File: config.mk
export PLATFORM = sky130hd
export DESIGN_NAME = fetch_buffered
export DESIGN_NICKNAME = d
export VERILOG_FILES = /design/src/rtl/fetch_buffered.sv
export SDC_FILE = /design/constraint.sdc
export NUM_CORES = 1
export LEC_CHECK = 0
export BUFFER_PORTS_ARGS = -buffer_cell sky130_fd_sc_hd__buf_2
export CORE_ASPECT_RATIO = 1.1
export CORE_MARGIN = 2
export CORE_UTILIZATION = 30
export CTS_CLUSTER_SIZE = 40
export DETAILED_ROUTE_END_ITERATION = 6
export HOLD_SLACK_MARGIN = 0.1
export SETUP_SLACK_MARGIN = 0.1
export SLEW_MARGIN = 20
export SYNTH_ARGS = -nofsm -noshare
export SYNTH_HDL_FRONTEND = slang
export SYNTH_SLANG_ARGS = --single-unit
File: constraint.sdc
create_clock -name clk -period 4.9 [get_ports clk]
set_clock_uncertainty 0.1 [all_clocks]
set_input_delay 1.225 -clock clk [delete_from_list [all_inputs] [get_ports clk]]
set_output_delay 1.225 -clock clk [all_outputs]
set_load 0.05 [all_outputs]
File: src/rtl/fetch_buffered.sv
// Fetch stage: PC + one-cycle-latency imem requests feeding a DEPTH-entry {pc,instr} prefetch FIFO; data valid 2 cycles after issue.
// Issue stalls while count+inflight fills the FIFO; redirect reloads PC, flushes FIFO and drops the in-flight response.
module fetch_buffered #(
   parameter int              N        = 64,
   parameter int              INC      = 4,
   parameter logic [N-1:0]    RESET_PC = '0,
   parameter int              DEPTH    = 4
) (
   input  logic                     clk,
   input  logic                     reset,
   input  logic                     PCSrc_F,
   input  logic [N-1:0]             PCBranch_F,
   output logic                     imem_req_F,
   output logic [N-1:0]             imem_addr_F,
   input  logic [31:0]              imem_data_F,
   output logic                     instr_valid_D,
   input  logic                     instr_ready_D,
   output logic [31:0]              instr_D,
   output logic [N-1:0]             pc_D,
   output logic [$clog2(DEPTH):0]   count_F
);
   localparam int             PW      = $clog2(DEPTH);
   localparam logic [N-1:0]   INC_W   = N'(INC);
   localparam logic [PW+1:0]  DEPTH_W = (PW+2)'(DEPTH);

   logic [N-1:0]  pc_q, pc_d;
   logic          inflight_q;
   logic [N-1:0]  inflight_pc_q;
   logic          squash_q;
   logic [N-1:0]  fifo_pc_q    [DEPTH];
   logic [31:0]   fifo_instr_q [DEPTH];
   logic [PW-1:0] rd_ptr_q, wr_ptr_q;
   logic [PW:0]   count_q, count_d;
   logic [PW+1:0] reserved;
   logic          issue, push, pop;

   // A slot is reserved for the outstanding response, so a push never meets a full FIFO.
   always_comb begin
      reserved = {1'b0, count_q} + {{(PW+1){1'b0}}, inflight_q};
      issue    = !reset && !PCSrc_F && (reserved < DEPTH_W);
      push     = !reset && !PCSrc_F && inflight_q && !squash_q;
      pop      = !reset && !PCSrc_F && (count_q != '0) && instr_ready_D;
   end

   always_comb begin
      pc_d = pc_q;
      if (PCSrc_F)
         pc_d = PCBranch_F;
      else if (issue)
         pc_d = pc_q + INC_W;
   end

   always_comb begin
      count_d = count_q;
      if (PCSrc_F)
         count_d = '0;
      else if (push && !pop)
         count_d = count_q + (PW+1)'(1);
      else if (!push && pop)
         count_d = count_q - (PW+1)'(1);
   end

   always_ff @(posedge clk) begin
      if (reset) begin
         pc_q          <= RESET_PC;
         inflight_q    <= 1'b0;
         inflight_pc_q <= RESET_PC;
         squash_q      <= 1'b1;
         rd_ptr_q      <= '0;
         wr_ptr_q      <= '0;
         count_q       <= '0;
      end else begin
         pc_q          <= pc_d;
         inflight_q    <= issue;
         inflight_pc_q <= pc_q;
         squash_q      <= 1'b0;
         count_q       <= count_d;
         if (PCSrc_F) begin
            rd_ptr_q <= '0;
            wr_ptr_q <= '0;
         end else begin
            if (push)
               wr_ptr_q <= wr_ptr_q + PW'(1);
            if (pop)
               rd_ptr_q <= rd_ptr_q + PW'(1);
         end
      end
   end

   always_ff @(posedge clk) begin
      if (push) begin
         fifo_pc_q[wr_ptr_q]    <= inflight_pc_q;
         fifo_instr_q[wr_ptr_q] <= imem_data_F;
      end
   end

   always_comb begin
      imem_req_F    = issue;
      imem_addr_F   = reset ? RESET_PC : pc_q;
      instr_valid_D = !reset && (count_q != '0);
      count_F       = reset ? '0 : count_q;
      instr_D       = fifo_instr_q[rd_ptr_q];
      pc_D          = fifo_pc_q[rd_ptr_q];
   end
endmodule

Word level (Yosys, flattened, before mapping)
Memory sizes are Yosys's and may differ from the RTL's. A register that Yosys moved wholly into a read port is not among the register bits.
Cells that the tools add are included.
- flip-flop bits (word level): 137
- RAM bits: 384
- input bits: 100
- output and inout bits: 165
- word-level logic and storage cells: 47
- memories: 2
- memory list (name ; words ; bits a word ; rd ports ; clocked after memory_dff ; write ports ; RTL line ; RTL):
    fifo_pc_q ; 4 ; 64 ; 1 ; 1 ; 1 ; 30 ; logic [N-1:0] fifo_pc_q [DEPTH];
    fifo_instr_q ; 4 ; 32 ; 1 ; 1 ; 1 ; 31 ; logic [31:0] fifo_instr_q [DEPTH];
- add/subtract/negate cells: 6
- order comparisons: 1
- mux-type cells: 13
- reduce and logical (&&, ||, !) cells: 18
- operator list (operator ; count):
    $mux W64 ; 3
    $add A64 B3 Y64 const B ; 1
    $logic_and A1 B1 Y1 ; 9
    $mux W3 ; 3
    $mux W2 ; 4
    $logic_not A1 Y1 ; 5
    $add A2 B1 Y2 const B ; 2
    $add A3 B1 Y4 ; 1
    $lt A4 B3 Y1 const B ; 1
    $reduce_bool A2 Y1 ; 2
    $add A3 B1 Y3 const B ; 1
    $mux W1 ; 3
    $reduce_bool A3 Y1 ; 1
    $sub A3 B1 Y3 const B ; 1
    $reduce_or A2 Y1 ; 1

Longest topological paths before layout
Gate-level depths: netlist of the first run.
- word-level depth: 8
- mapped depth: 10
- gate-level depth less buffers: 8

Worst setup path before layout of the first run
No wires, ideal clock.
- path type: input port to flip-flop
- start point: input PCSrc_F
- end point: memory fifo_instr_q[0][0] (enable)
- library setup time: 0.466 ns
- arrival: 4.207 ns
- required time: 4.334 ns
- path slack: 0.127 ns
- stages on the path: 4
- buffers on the path: 2
- path through: clkbuf_1 -> nor2_1 -> clkbuf_1 -> and3_1
- longest elaborated chain between the ends: 6
- ends and longest elaborated chain (element ; RTL line ; RTL):
    start: declaration ; 11 ; input logic PCSrc_F,
    $logic_not A1 Y1 ; 41 ; push = !reset && !PCSrc_F && inflight_q && !squash_q;
    $logic_and A1 B1 Y1 (3 in a row) ; 41 ;
    $mux W1 ; 91 ; if (push) begin
    $mux W1 (implied by the code) ; 93 ; fifo_instr_q[wr_ptr_q] <= imem_data_F;
    end: declaration ; 31 ;
No other way between the ends.

==> results.json, run 1 <==
{
  "r2r-start": "pc_q[2]",
  "p_leak_uw": 0.008425,
  "multi_input_area_mm2": 0.005497,
  "syn_inst": 1243,
  "p_int_uw": 7297,
  "drive_above_1_share": 0.3149,
  "switching_share": 0.2232,
  "wl_per_cell_um": 23.16,
  "ys.flop_type": "edfxtp_1",
  "power.share.clock": 0.435,
  "grt_pass1_vias": 12350,
  "yosysSeqAreaShare": 0.7118,
  "crit_arrival_ps": 2520,
  "io_buffer_count": 264,
  "r2r.worst_path.cells": 6,
  "endpoint_kind": "output pin",
  "fmax_mhz": 260.3,
  "cts_tree": "done",
  "hold_depth": 0,
  "cp_slowest_stage_delay_ps": 620,
  "rsz0062_at_grt": "false",
  "hold_viol_final": 0,
  "combPwrFrac": 0.043,
  "track_usage": 0.1606,
  "seq_area_mm2": 0.01432,
  "final-setup-viol-count": 0,
  "power_frac_seq": 0.521,
  "vias": 12400,
  "worstHoldEndpoint": "fifo_pc_q[2][16]",
  "numCtsBuffers": 53,
  "clk_pin_slew_ps": 60,
  "fin_nets": 1637,
  "vdd_drop_max_mv": 0.2309,
  "ys_ff_latch": 523,
  "num_rows": 99,
  "slew_viol_final": 0,
  "tightest_slew_ps": 990.8,
  "area_growth_pct": 21.75,
  "pre_cts_slack_ps": 1025,
  "grt_pass1_wl_um": 82210,
  "power_density_mw_per_mm2": 383.7,
  "dr.pass1.iters": 5,
  "post-cts-setup-buffers": 0,
  "h-tree-depth": 2,
  "min_period_over_period": 0.7840,
  "postCtsResizedCells": 0,
  "crit_type": "reg2out",
  "slew_headroom": 0.3395,
  "die_h_um": 275.5,
  "crit_path_top_delay_cell": "dfxtp_4",
  "syn-num-nets": 1350,
  "initial_utilization": 0.3034,
  "route.detailed.drc": 0,
  "fill_cells": 6195,
  "run_status": "finished, final reports clean",
  "avgViaCountPerCell": 5.072,
  "cp_max_fo": 18,
  "postRouteAntennaNets": 0,
  "synth_cell_type_count": 56,
  "layout_min_cycle_time_ps": 3842,
  "wl_um": 56590,
  "die_w_um": 250.9,
  "grt_max_degree": 64,
  "worstPathRequired_ps": 3580,
  "power_uw": 9394,
  "yosysWarnings": 0,
  "drt_iter0_markers": 950,
  "hold_path.startpoint": "inflight_pc_q[16]",
  "dpl.hpwl_um": 39040,
  "io_pins": 265,
  "setup_ws_ps": 1058,
  "switchingPower_uw": 2097,
  "clock_latency_ps": 600,
  "hold_path_class": "reg2reg",
  "cts_hold_buf": 0,
  "antenna_found_initial": 28,
  "cts_buffer_depth": 3,
  "root_buffer": "clkbuf_16",
  "dieArea_mm2": 0.06912,
  "maxCapViolCount": 0,
  "crit_chain": "buf_4 > mux4_2 > buf_2",
  "tns_ps": 0,
  "startpoint_type": "flop",
  "clkSinkCount": 523,
  "synth-edff-count": 384,
  "rrSetupSlack_ps": 1550,
  "syn_area_per_cell_um2": 16.18,
  "core-area_mm2": 0.06627,
  "gp_congestion": 0.8157,
  "syn_area_mm2": 0.02011,
  "async_flop_share": 0,
  "overflow": 0,
  "reg2reg_to": "pc_q[44]"
}
[state kept, by name, indices dropped and copies added, names as in the netlist, named ones only]
| register | count |
|---|---|
| wr_ptr_q | 2 |
| fifo_instr_q | 128 |
| pc_q | 64 |
| rd_ptr_q | 2 |
| inflight_q | 1 |
| squash_q | 1 |
| inflight_pc_q | 64 |
| count_q | 3 |
| fifo_pc_q | 256 |
[cells in the mapped netlist (19+ instances only)]
cell | number | share of area
a21oi_1 | 36 | 0.0090
and3_1 | 24 | 0.0075
clkbuf_1 | 50 | 0.0093
dfxtp_1 | 139 | 0.14
edfxtp_1 | 384 | 0.57
mux4_2 | 96 | 0.11
nand2_1 | 52 | 0.0097
nand3_1 | 41 | 0.010
nand4_1 | 38 | 0.012
nor2_1 | 55 | 0.010
nor2b_1 | 59 | 0.018
nor4_1 | 22 | 0.0068
or3_1 | 19 | 0.0059
or4_1 | 19 | 0.0071
[worst max-delay path by stage]
stage,to,depth (start not counted)
detailed placement,count_q[2],11
CTS,pc_D[17],3
floorplan,fifo_instr_q[0][0],4
finish,pc_D[16],3
global placement,count_q[2],11
global route,pc_D[21],3
[metal layers]
metal	vias to the layer above	routed length (µm)	global-route usage
met5	-	155	0
met2	426	27340	0.2620
met4	26	1757	0.06313
li1	5534	-	-
met1	6294	23030	0.2027
met3	116	4304	0.04640
[cell type report]
type / count / area share
antenna: 11 / 0.001124
clock buffer: 71 / 0.05949
tap: 858 / 0.04385
timing repair buffer: 300 / 0.07083
inverter: 18 / 0.002760
clock inverter: 29 / 0.01247
multi-input combinational: 634 / 0.2245
sequential: 523 / 0.5850
[worst max-delay path, delay by kind of cell, from the launching register on]
family / cells / cell delay (ps)
DFF: 1 / 620
buffers and inverters: 2 / 670
muxes: 1 / 590
[cell families (layout without fill, tap and decap cells)]
family / count (synthesis) / count (layout) / share of synthesized area
DFF: 523 / 523 / 0.7118
other: 0 / 11 / 0
adders and majority gates: 7 / 7 / 0.004729
AOI/OAI and AO/OA: 127 / 127 / 0.04225
and+or+nand+nor: 369 / 369 / 0.1009
buffers and inverters: 86 / 418 / 0.01643
xor gates and xnor gates: 20 / 20 / 0.008711
muxes: 111 / 111 / 0.1152
[power by group through the flow]
stage | logic (µW) | clock network [µW] | registers (µW)
after floorplan | 258 | 0 | 4950
after global placement | 403 | 0 | 4990
after detailed placement | 408 | 0 | 4990
after CTS | 410 | 4190 | 4900
after global routing | 438 | 4350 | 4900
final | 407 | 4090 | 4900
[per-stage QoR]
| stage | hold WS (ps) | instance area [µm²] | util | instances |
|---|---|---|---|---|
| finish | 373.1 | 24480 | 0.3694 | 2444 |
| detailed placement | 360.1 | 22690 | 0.3424 | 2333 |
| CTS | 377.2 | 24450 | 0.3690 | 2433 |
| floorplan | 338.3 | 20110 | - | 1243 |
| global placement | 344.8 | 22690 | 0.3424 | 2333 |
| global route | 381.1 | 24470 | 0.3693 | 2441 |
[cells in the final DEF, fill, tap and decap left out, drive strengths merged, types with 22 or more instances in the layout]
master | synthesis | final
a21oi | 36 | 36
and3 | 24 | 24
buf | 18 | 300
clkbuf | 50 | 71
dfxtp | 139 | 139
edfxtp | 384 | 384
inv | 18 | 24
mux4 | 96 | 96
nand2 | 53 | 53
nand3 | 42 | 42
nand4 | 38 | 38
nor2 | 55 | 55
nor2b | 59 | 59
nor4 | 22 | 22
Power figures use the tool's default switching activity.
==> run 2, diff against run 1 <==
Clock period 4.9 ns to 3.84 ns, I/O delays scaled along.
==> results.json, run 2 (synthesized netlist as in run 1, its figures left out) <==
{
  "track_usage": 0.1585,
  "cp_top_family": "flip-flops",
  "overflow": 0,
  "pre_cts_slack_ps": 660.8,
  "fin_nets": 1652,
  "core-area_mm2": 0.06627,
  "combPwrFrac": 0.043,
  "gp_congestion": 0.8792,
  "worstHoldEndpoint": "fifo_pc_q[1][2]",
  "slew_viol_final": 0,
  "maxCapViolCount": 0,
  "final_util": 0.3753,
  "p_leak_uw": 0.008600,
  "drt_iter0_markers": 1048,
  "setup_ws_ps": 524.9,
  "postRouteAntennaNets": 0,
  "final_cell_mix": "edfxtp_1 (384), buf_2 (262), dfxtp_1 (137)",
  "layout_min_cycle_time_ps": 3315,
  "power_frac_seq": 0.499,
  "dpl.hpwl_um": 38550,
  "dieArea_mm2": 0.06912,
  "hold_path.startpoint": "inflight_pc_q[2]",
  "vias": 12560,
  "hold_viol_final": 0,
  "area_growth_pct": 23.68,
  "crit_arrival_ps": 2260,
  "io_buffer_count": 264,
  "die_h_um": 275.5,
  "endpoint_kind": "output pin",
  "r2r-start": "pc_q[2]",
  "r2r.worst_path.cells": 6,
  "crit_chain": "buf_12 > mux4_2 > buf_2",
  "top_register": "fifo_pc_q",
  "power.share.clock": 0.457,
  "cts_tree": "done",
  "mostFrequentLayoutCell": "edfxtp_1",
  "p_int_uw": 9688,
  "dr.pass1.iters": 6,
  "fmax_mhz": 301.6,
  "power_uw": 12490,
  "route.detailed.drc": 0,
  "drive_above_1_share": 0.3260,
  "grt_pass1_vias": 12650,
  "wl_per_cell_um": 22.89,
  "cts_buffer_depth": 3,
  "startpoint_type": "flop",
  "rsz0062_at_grt": "false",
  "crit_path_top_delay_cell": "dfxtp_4",
  "initial_utilization": 0.3034,
  "design_area_mm2": 0.02487,
  "dpl_cell_area_mm2": 0.02286,
  "die_w_um": 250.9,
  "clk_pin_slew_ps": 60,
  "reg2reg_to": "pc_q[46]",
  "grt_max_degree": 64,
  "num_rows": 99,
  "largest_reg_flops": 256,
  "min_period_over_period": 0.8633,
  "clock_latency_ps": 600,
  "clkSinkCount": 523,
  "wl_um": 56280,
  "avgViaCountPerCell": 5.109,
  "tns_ps": 0,
  "root_buffer": "clkbuf_16",
  "antenna_found_initial": 27,
  "postCtsResizedCells": 0,
  "worstPathRequired_ps": 2780,
  "power_density_mw_per_mm2": 502.3,
  "cp_slowest_stage_delay_ps": 550,
  "final-setup-viol-count": 0,
  "h-tree-depth": 2,
  "tightest_slew_ps": 790.9,
  "cp_max_fo": 49,
  "run_status": "finished, final reports clean",
  "io_pins": 265,
  "path_buf_inv": 2,
  "slew_headroom": 0.4708,
  "rrSetupSlack_ps": 650,
  "numCtsBuffers": 55,
  "hold_path_class": "reg2reg",
  "switching_share": 0.2245,
  "vdd_drop_max_mv": 0.3618,
  "switchingPower_uw": 2805,
  "crit_type": "reg2out",
  "top_regs": "fifo_pc_q (256), fifo_instr_q (128)",
  "grt_pass1_wl_um": 81950,
  "hold_depth": 0
}
[run 2: metal layers]
metal	part of all wire	up-vias	track usage
met5	0.0035	-	0
met4	0.023	32	0.04292
met3	0.076	116	0.04630
met2	0.49	457	0.2678
met1	0.41	6382	0.1994
li1	-	5575	-
[run 2: area by class of cell]
class                   instances  area, µm²
fillers                      6176      41400
flip-flops and latches        523      14320
multi-input cells             634       5490
repair buffers                313       1932
clock buffers                  66       1438
well taps                     858       1074
clock inverters                38      526.8
inverters                      18      67.56
diodes                          9      22.52
[run 2: worst register-to-register path, cell delays in order (launching register included)]
cell and delay [ps]:
dfxtp_1 410, ha_1 290, nand3_1 130, or4_1 770
or4_4 650, or4_1 480, a311oi_1 270
[run 2: how the worst max path moves through the flow]
stage / start / endpoint / slack, ps / cells after the start
3_3_place_gp: reset / imem_addr_F[41] / 670 / 3
3_5_place_dp: reset / imem_addr_F[41] / 660 / 3
4_1_cts: flop / instr_D[19] / 120 / 3
6_report: flop / pc_D[26] / 520 / 3
5_1_grt: flop / pc_D[26] / 460 / 3
2_1_floorplan: PCSrc_F / imem_req_F / 160 / 6
[run 2: power by group through the flow]
stage | clock network [µW] | registers, µW | logic, µW
6_report | 5710 | 6240 | 538
5_1_grt | 6090 | 6250 | 574
4_1_cts | 5870 | 6240 | 542
3_5_place_dp | 0 | 6360 | 540
3_3_place_gp | 0 | 6360 | 533
2_1_floorplan | 0 | 6320 | 329
[run 2: through the flow]
step / hold WS [ps] / instances
finish: 370.8 / 2459
global placement: 343.9 / 2344
detailed placement: 359.9 / 2344
floorplan: 338.3 / 1243
CTS: 377.6 / 2448
global route: 391.1 / 2453
[run 2: repair_timing]
action | 4_1_cts | 5_1_grt
setup buffers | 0 | 2
hold buffers | 0 | 0
endpoints found under the setup margin | 0 | 5
